==> src/rtl/seq_divider.sv <==
// seq_divider
//    Multi-cycle radix-2 restoring divider for DIV/DIVU. One trial subtract per
//    cycle over WIDTH iterations, followed by one sign-correction cycle.
//    Results feed HI (remainder) and LO (quotient).
//
// Ports
//    clk        rising-edge clock
//    rst_n      asynchronous active-low reset
//    start      request pulse, honoured only when no operation is in flight
//    is_signed  1 = two's complement divide, 0 = unsigned divide
//    dividend   numerator, sampled with start
//    divisor    denominator, sampled with start
//    busy       high while an operation is in flight
//    done       one-cycle pulse when quotient/remainder/div_zero are valid
//    quotient   registered quotient
//    remainder  registered remainder
//    div_zero   registered flag, last operation had a zero divisor

module seq_divider #(
   parameter int WIDTH = 32,
   parameter int CNT_W = 6
) (
   input  logic             clk,
   input  logic             rst_n,
   input  logic             start,
   input  logic             is_signed,
   input  logic [WIDTH-1:0] dividend,
   input  logic [WIDTH-1:0] divisor,
   output logic             busy,
   output logic             done,
   output logic [WIDTH-1:0] quotient,
   output logic [WIDTH-1:0] remainder,
   output logic             div_zero
);

   typedef enum logic [1:0] {IDLE, ITER, FIX, DONE} state_t;

   state_t           state;
   state_t           next_state;

   logic [WIDTH-1:0] rem;
   logic [WIDTH-1:0] quo;
   logic [WIDTH-1:0] dvsr;
   logic [CNT_W-1:0] count;
   logic             sign_q;
   logic             sign_r;
   logic             zero_q;

   logic             load;
   logic             last_iter;
   logic [WIDTH-1:0] dividend_mag;
   logic [WIDTH-1:0] divisor_mag;
   logic [WIDTH:0]   rem_shift;
   logic [WIDTH:0]   trial;

   // A new operation is accepted from IDLE and also from DONE, so a start
   // presented in the done cycle runs back-to-back without a dead cycle.
   assign load      = start && ((state == IDLE) || (state == DONE));
   assign last_iter = (count == CNT_W'(WIDTH - 1));

   // Magnitudes are taken as WIDTH-bit unsigned values, so the most-negative
   // number maps to 2^(WIDTH-1) without needing an extra bit.
   assign dividend_mag = (is_signed && dividend[WIDTH-1]) ? (~dividend + 1'b1) : dividend;
   assign divisor_mag  = (is_signed && divisor[WIDTH-1])  ? (~divisor + 1'b1)  : divisor;

   // The next dividend bit comes from the top of quo as {rem, quo} shifts left.
   // The trial subtract is add-the-inverse with carry-in; its top bit is the sign.
   assign rem_shift = {rem, quo[WIDTH-1]};
   assign trial     = rem_shift + {1'b1, ~dvsr} + {{WIDTH{1'b0}}, 1'b1};

   // State register.
   always_ff @(posedge clk or negedge rst_n) begin
      if (!rst_n) begin
         state <= IDLE;
      end else begin
         state <= next_state;
      end
   end

   // Next-state logic.
   always_comb begin
      next_state = state;
      case (state)
         IDLE:    if (start) next_state = ITER;
         ITER:    if (last_iter) next_state = FIX;
         FIX:     next_state = DONE;
         DONE:    next_state = start ? ITER : IDLE;
         default: next_state = IDLE;
      endcase
   end

   // Status outputs decode directly from the state register.
   always_comb begin
      busy = 1'b0;
      done = 1'b0;
      case (state)
         ITER, FIX: busy = 1'b1;
         DONE:      done = 1'b1;
         default:   ;
      endcase
   end

   // Datapath. With a zero divisor every trial succeeds, so quo ends all ones
   // and rem ends holding |dividend|; sign-correcting rem then reproduces the
   // original dividend, which is exactly the divide-by-zero remainder.
   always_ff @(posedge clk or negedge rst_n) begin
      if (!rst_n) begin
         rem       <= '0;
         quo       <= '0;
         dvsr      <= '0;
         count     <= '0;
         sign_q    <= 1'b0;
         sign_r    <= 1'b0;
         zero_q    <= 1'b0;
         quotient  <= '0;
         remainder <= '0;
         div_zero  <= 1'b0;
      end else if (load) begin
         rem    <= '0;
         quo    <= dividend_mag;
         dvsr   <= divisor_mag;
         count  <= '0;
         sign_q <= is_signed & (dividend[WIDTH-1] ^ divisor[WIDTH-1]);
         sign_r <= is_signed & dividend[WIDTH-1];
         zero_q <= (divisor == '0);
      end else if (state == ITER) begin
         count <= count + 1'b1;
         rem   <= trial[WIDTH] ? rem_shift[WIDTH-1:0] : trial[WIDTH-1:0];
         quo   <= {quo[WIDTH-2:0], ~trial[WIDTH]};
      end else if (state == FIX) begin
         div_zero  <= zero_q;
         quotient  <= zero_q ? '1 : (sign_q ? (~quo + 1'b1) : quo);
         remainder <= sign_r ? (~rem + 1'b1) : rem;
      end
   end

endmodule

==> config.mk <==
export PLATFORM = sky130hd
export DESIGN_NAME = seq_divider
export DESIGN_NICKNAME = d
export VERILOG_FILES = /design/src/rtl/seq_divider.sv
export SDC_FILE = /design/constraint.sdc
export NUM_CORES = 1
export LEC_CHECK = 0
export CELL_PAD_IN_SITES_DETAIL_PLACEMENT = 0
export CELL_PAD_IN_SITES_GLOBAL_PLACEMENT = 1
export CORE_ASPECT_RATIO = 0.5
export CORE_MARGIN = 2
export CORE_UTILIZATION = 25
export CTS_CLUSTER_SIZE = 28
export DETAILED_ROUTE_END_ITERATION = 10
export MAX_ROUTING_LAYER = met4
export PLACE_DENSITY_LB_ADDON = 0.25
export SYNTH_ARGS = -nofsm -noshare
export SYNTH_HDL_FRONTEND = slang
export SYNTH_SLANG_ARGS = --single-unit
==> constraint.sdc <==
create_clock -name clk -period 8.6 [get_ports clk]
set_input_delay 2.58 -clock clk [delete_from_list [all_inputs] [get_ports clk]]
set_output_delay 2.58 -clock clk [all_outputs]
set_load 0.01 [all_outputs]
Word-level counts from Yosys, hierarchy flattened
Index checks and enable logic that the tools add are counted.

Add/subtract/negate cells: 7. Equal/unequal tests: 6. Multiplexer cells: 18. Bitwise operators: 11. Reductions and logical operators: 10.

Operator list (count): 32-bit two-way mux (10); 32-bit inverter (5); 32-bit by 1-bit adder with 32-bit output, second input constant (4); 33-bit by 1-bit adder with 33-bit output, second input constant (1); 33-bit adder (1); 32-bit logical NOT (1); 6-bit two-way mux (2); 2-bit case mux with 4 select lines (1); 6-bit by 1-bit adder with 6-bit output, second input constant (1); 6-bit by 5-bit equality test with 1-bit output, second input constant (1); 2-bit equality test, second input constant (2); 2-bit two-way mux (2); 2-bit != test, second input constant (2); 1-bit logical AND (3); 1-bit two-way mux (3); 1-bit inverter (3); 3-bit AND reduction (1); 1-bit bitwise AND (2); 2-bit by 1-bit equality test with 1-bit output, second input constant (1); 2-bit logical NOT (1); 2-bit AND reduction (1); 2-bit nonzero test (1); 2-bit OR reduction (1); 1-bit logical OR (1); 1-bit XOR (1).

Register bits: 172. Bits of input ports: 68. Output and inout bits: 67. Logic and storage cells: 63.

Longest topological paths before layout
Depth after elaboration: 6. Mapped depth: 13.

Least setup slack after synthesis
OpenSTA, ideal clock, no wires.

Path type: input -> register. Start point: input dividend[4]. End point: register quo[24]. Setup time: 0.134 ns. Arrival: 4.864 ns. Data required time: 8.466 ns. Path slack: 3.602 ns. Cell stages on the path: 9. Path through: nor4_1 -> nand2_1 -> or4_1 -> or4_1 -> nor4_1 -> a21oi_1 -> xor2_1 -> nand2_1 -> o21ai_0.

Word-level cells in the longest chain between the ends: 4.

RTL lines: from (decl) (RTL line 27) `input logic [WIDTH-1:0] dividend,`; 32-bit inverter (RTL line 63) `assign dividend_mag = (is_signed && dividend[WIDTH-1]) ? (~dividend + 1'b1) : dividend;`; 32-bit by 1-bit adder with 32-bit output (RTL line 63); 32-bit two-way mux (RTL line 63); 32-bit two-way mux (RTL line 118) `end else if (load) begin`; to (signal assigned) (RTL line 120) `quo <= dividend_mag;`; to (signal assigned) (RTL line 129) `quo <= {quo[WIDTH-2:0], ~trial[WIDTH]};`; to (decl) (RTL line 42) `logic [WIDTH-1:0] quo;`.

No other way between the ends. A chain may end at the register's enable or synchronous reset.

Worst setup path after layout
Start point: input dividend[2]. End point: register quo[24].

The elaborated chain is that of the path after synthesis.

==> summary.md <==
| Metric | Value |
|---|---|
| Status | complete, no violations |
| Port Buffers | 134 |
| Die Ht | 154 µm |
| Synth Flop Type | dfrtp_1 |
| Total of max-cap violations | 0 |
| Hpwl dp | 25100 µm |
| Post-Syn Area | 0.0113 mm² |
| HP Start | dvsr[25] |
| Hold Fails Final Rpt | 0 |
| Routed Antenna Nets | 0 |
| CP bufs+invs | 1 |
| Critical R2R Launch | quo[31] |
| Layout area overhead | 22.8% |
| Gr ovfl total | 0 |
| WL final | 33400 µm |
| Comb power frac | 58.6% |
| Post-CTS Resized | 0 |
| DR vias/cell | 4.73 |
| Total chip power | 6.00 mW |
| Clock Latency Late Sink | 450 ps |
| CP Cell Sequence | clkdlybuf4s50_1 -> nor4_1 -> nand2_1 -> or4_1 -> or4_1 -> nor4_1 -> a21oi_1 -> xor2_1 -> nand2_1 -> o21ai_0 |
| Initial Util | 25.6% |
| Clock share of power | 14.0% |
| RSZ-0062 raised after global routing | false |
| Cell Rows | 54 |
| Critical Path AT | 5810 ps |
| Gate Count Post-Synth | 1342 |
| Req. time, crit path | 8900 ps |
| Setup_tns | 0 ps |
| Layout Utilization | 31.4% |
| Yosys cell types | 63 |
| Async SR Flop Fraction | 100% |
| First-pass GRT wire length | 53800 µm |
| Post-Syn Nets | 1453 |
| Post-synth EDFFs | 0 |
| Root buffer cell | clkbuf_16 |
| GP Congestion | 0.821 |
| Critical path's top delay family | simple AND/OR/NAND/NOR gates |
| Initial antenna violation count | 2 |
| Nets | 1545 |
| Total CTS buffers | 17 |
| Switching Share | 47.3% |
| CTS hold repair buffers | 0 |
| Share of layout cells above drive strength 1 | 4.56% |
| Slew HR | 26.9% |
| DR pass1 iterations | 5 |
| Placed Area | 0.0132 mm² |
| Peak VDD IR | 149 µV |
| Peak Freq | 182 MHz |
| Leakage Power | 5.59 nW |
| Setup slack at placement | 2550 ps |
| Max incr delay on CP | 660 ps |
| Worst Setup End Kind | register |
| Die width | 304 µm |
| Clk sinks | 172 |
| Reg power frac | 27.4% |
| Area leader, netlist | dfrtp_1 |
| HP Class | register to register |
| Die area | 0.0469 mm² |
| Max-slew violations | 0 |
| H-tree depth | 4 |
| #FFs+latches synth | 172 |
| Ranking of synthesized cells by area | dfrtp_1 38%, o21ai_0 7.2%, xor2_1 7.2%, nand2_1 6.4%, ha_1 4.7% |
| Io pins | 135 |
| Initial drt markers | 599 |
| Placed Cells | 2003 |
| Slowest cell on crit path | nor4_1 |
| Detailed-route DRC error count | 0 |
| Slew @ Worst Pin | 1100 ps |
| Setup-failing EPs final | 0 |
| Vias | 9641 |
| Worst setup path start | dividend[2] |
| Top cell type's share of synthesized area | 38.2% |
| Worst-path clk slew | 70 ps |
| Fin area | 0.0138 mm² |
| Worst Setup Path Type | primary input to register |
| Synthesis Warnings | 0 |
| Pin count of the biggest net entering global routing | 84 |
| Filler cells | 4615 |
| Floorplan core area | 0.0440 mm² |
| GRT Resource Usage Total | 14.9% |
| CP Launch Type | primary input |
| TritonCTS clock tree | yes |
| Worst Skew | 12.5 ps |
| Post-layout min period | 5510 ps |
| Pwr dens | 434 mW/mm² |
| Avg Synthesized Cell Area | 8.39 µm² |
| Post-CTS Setup Inserts | 0 |
| Crit Path Max Fanout | 5 |
| Bufs on Longest Clock Path | 2 |
| P_sw | 2.84 mW |
| Final setup margin | 3090 ps |
| Period utilization | 64.1% |
| WL/cell | 16.4 µm |
| Hold WS | 481 ps |
| Total internal power | 3.16 mW |
| Sequential share of the synthesized area | 38.2% |
| Final non-filler cell total | 2037 |
| Vias in the first global route | 9359 |
[per-layer routing]
metal	share of wire (%)	wire length (µm)	track usage (%)	vias up
li1	-	-	-	4896
met1	50	16700	20.2	4581
met2	45	15100	23.0	140
met3	3.5	1160	2.78	24
met4	1.2	415	3.70	0
met5	0	0	-	-
[cells in the mapped netlist, drive strengths merged (8+ instances only)]
| master | instances |
|---|---|
| clkbuf | 64 |
| o211ai | 9 |
| xor2 | 92 |
| nand2b | 17 |
| o21ai | 165 |
| o31ai | 25 |
| xnor2 | 60 |
| nand3 | 11 |
| or4 | 21 |
| nand2 | 192 |
| inv | 56 |
| or3 | 16 |
| nor4 | 11 |
| nor3 | 21 |
| nand4 | 9 |
| nor2 | 93 |
| a211oi | 10 |
| dfrtp | 172 |
| a21oi | 92 |
| o21a | 8 |
| nor2b | 13 |
| ha | 42 |
| o41ai | 13 |
| a31oi | 37 |
| a21o | 8 |
| mux2i | 29 |
[worst paths after layout]
| check | end | slack (ps) | cells past startpoint |
|---|---|---|---|
| max reg2reg | rem[26] | 4050 | 12 |
| max | quo[24] | 3090 | 10 |
| min | dvsr[25] | 480 | 2 |
| min reg2reg | dvsr[25] | 480 | 2 |
| max in group asynchronous | quotient[19] | 5050 | 2 |
| min in group asynchronous | zero_q | 2180 | 1 |
[tightest hold or removal path, stage by stage (launching register included)]
cell     delay, ps
dfrtp_1        340
nand2_1         40
o21ai_0         60
[power groups by stage]
stage	combinational, mW	clock, mW	sequential, mW
CTS	3.57	0.861	1.65
finish	3.52	0.838	1.65
floorplan	2.47	0	1.55
global route	3.97	0.899	1.72
global placement	3.53	0	1.65
detailed placement	3.56	0	1.66
[kinds of logic after synthesis]
kind of cell / Yosys count / synth area share [%]
XOR/XNOR: 152 / 11.8
flip-flops: 172 / 38.2
buffers and inverters: 127 / 4.24
AND/OR/NAND/NOR: 427 / 17.6
multiplexers: 29 / 2.58
adder cells (fa/ha/maj): 43 / 4.84
AO/OA/AOI/OAI: 392 / 20.7
[placed cells by master (no fill, tap or decap), types with 17 or more instances in the layout]
| master | synthesis | routed |
|---|---|---|
| clkdlybuf4s50_1 | 0 | 133 |
| clkbuf_16 | 0 | 17 |
| ha_1 | 42 | 41 |
| or4_1 | 18 | 18 |
| dfrtp_1 | 172 | 172 |
| xnor2_1 | 60 | 59 |
| o21ai_0 | 162 | 162 |
| nand2_1 | 192 | 192 |
| a21oi_1 | 92 | 92 |
| mux2i_1 | 29 | 29 |
| nor3_1 | 21 | 21 |
| a31oi_1 | 37 | 37 |
| o31ai_1 | 22 | 22 |
| xor2_1 | 92 | 91 |
| inv_1 | 56 | 56 |
| nor2_1 | 93 | 91 |
[cell type report]
class | instances | area [µm²] | share of cell area (%)
multi-input cells | 1043 | 6540 | 47.3
flip-flops and latches | 172 | 4300 | 31.1
repair buffers | 144 | 1420 | 10.3
well taps | 588 | 736 | 5.32
clock buffers | 18 | 439 | 3.18
inverters | 56 | 210 | 1.52
clock inverters | 14 | 180 | 1.30
diodes | 2 | 5.00 | 0.0362
[registers in the layout, indices dropped and copies added (netlist names)]
signal	cells
count	6
div_zero	1
dvsr	32
quo	32
quotient	32
rem	32
remainder	32
sign_q	1
sign_r	1
state	2
zero_q	1
No activity file was read; power rests on OpenSTA's default activity.
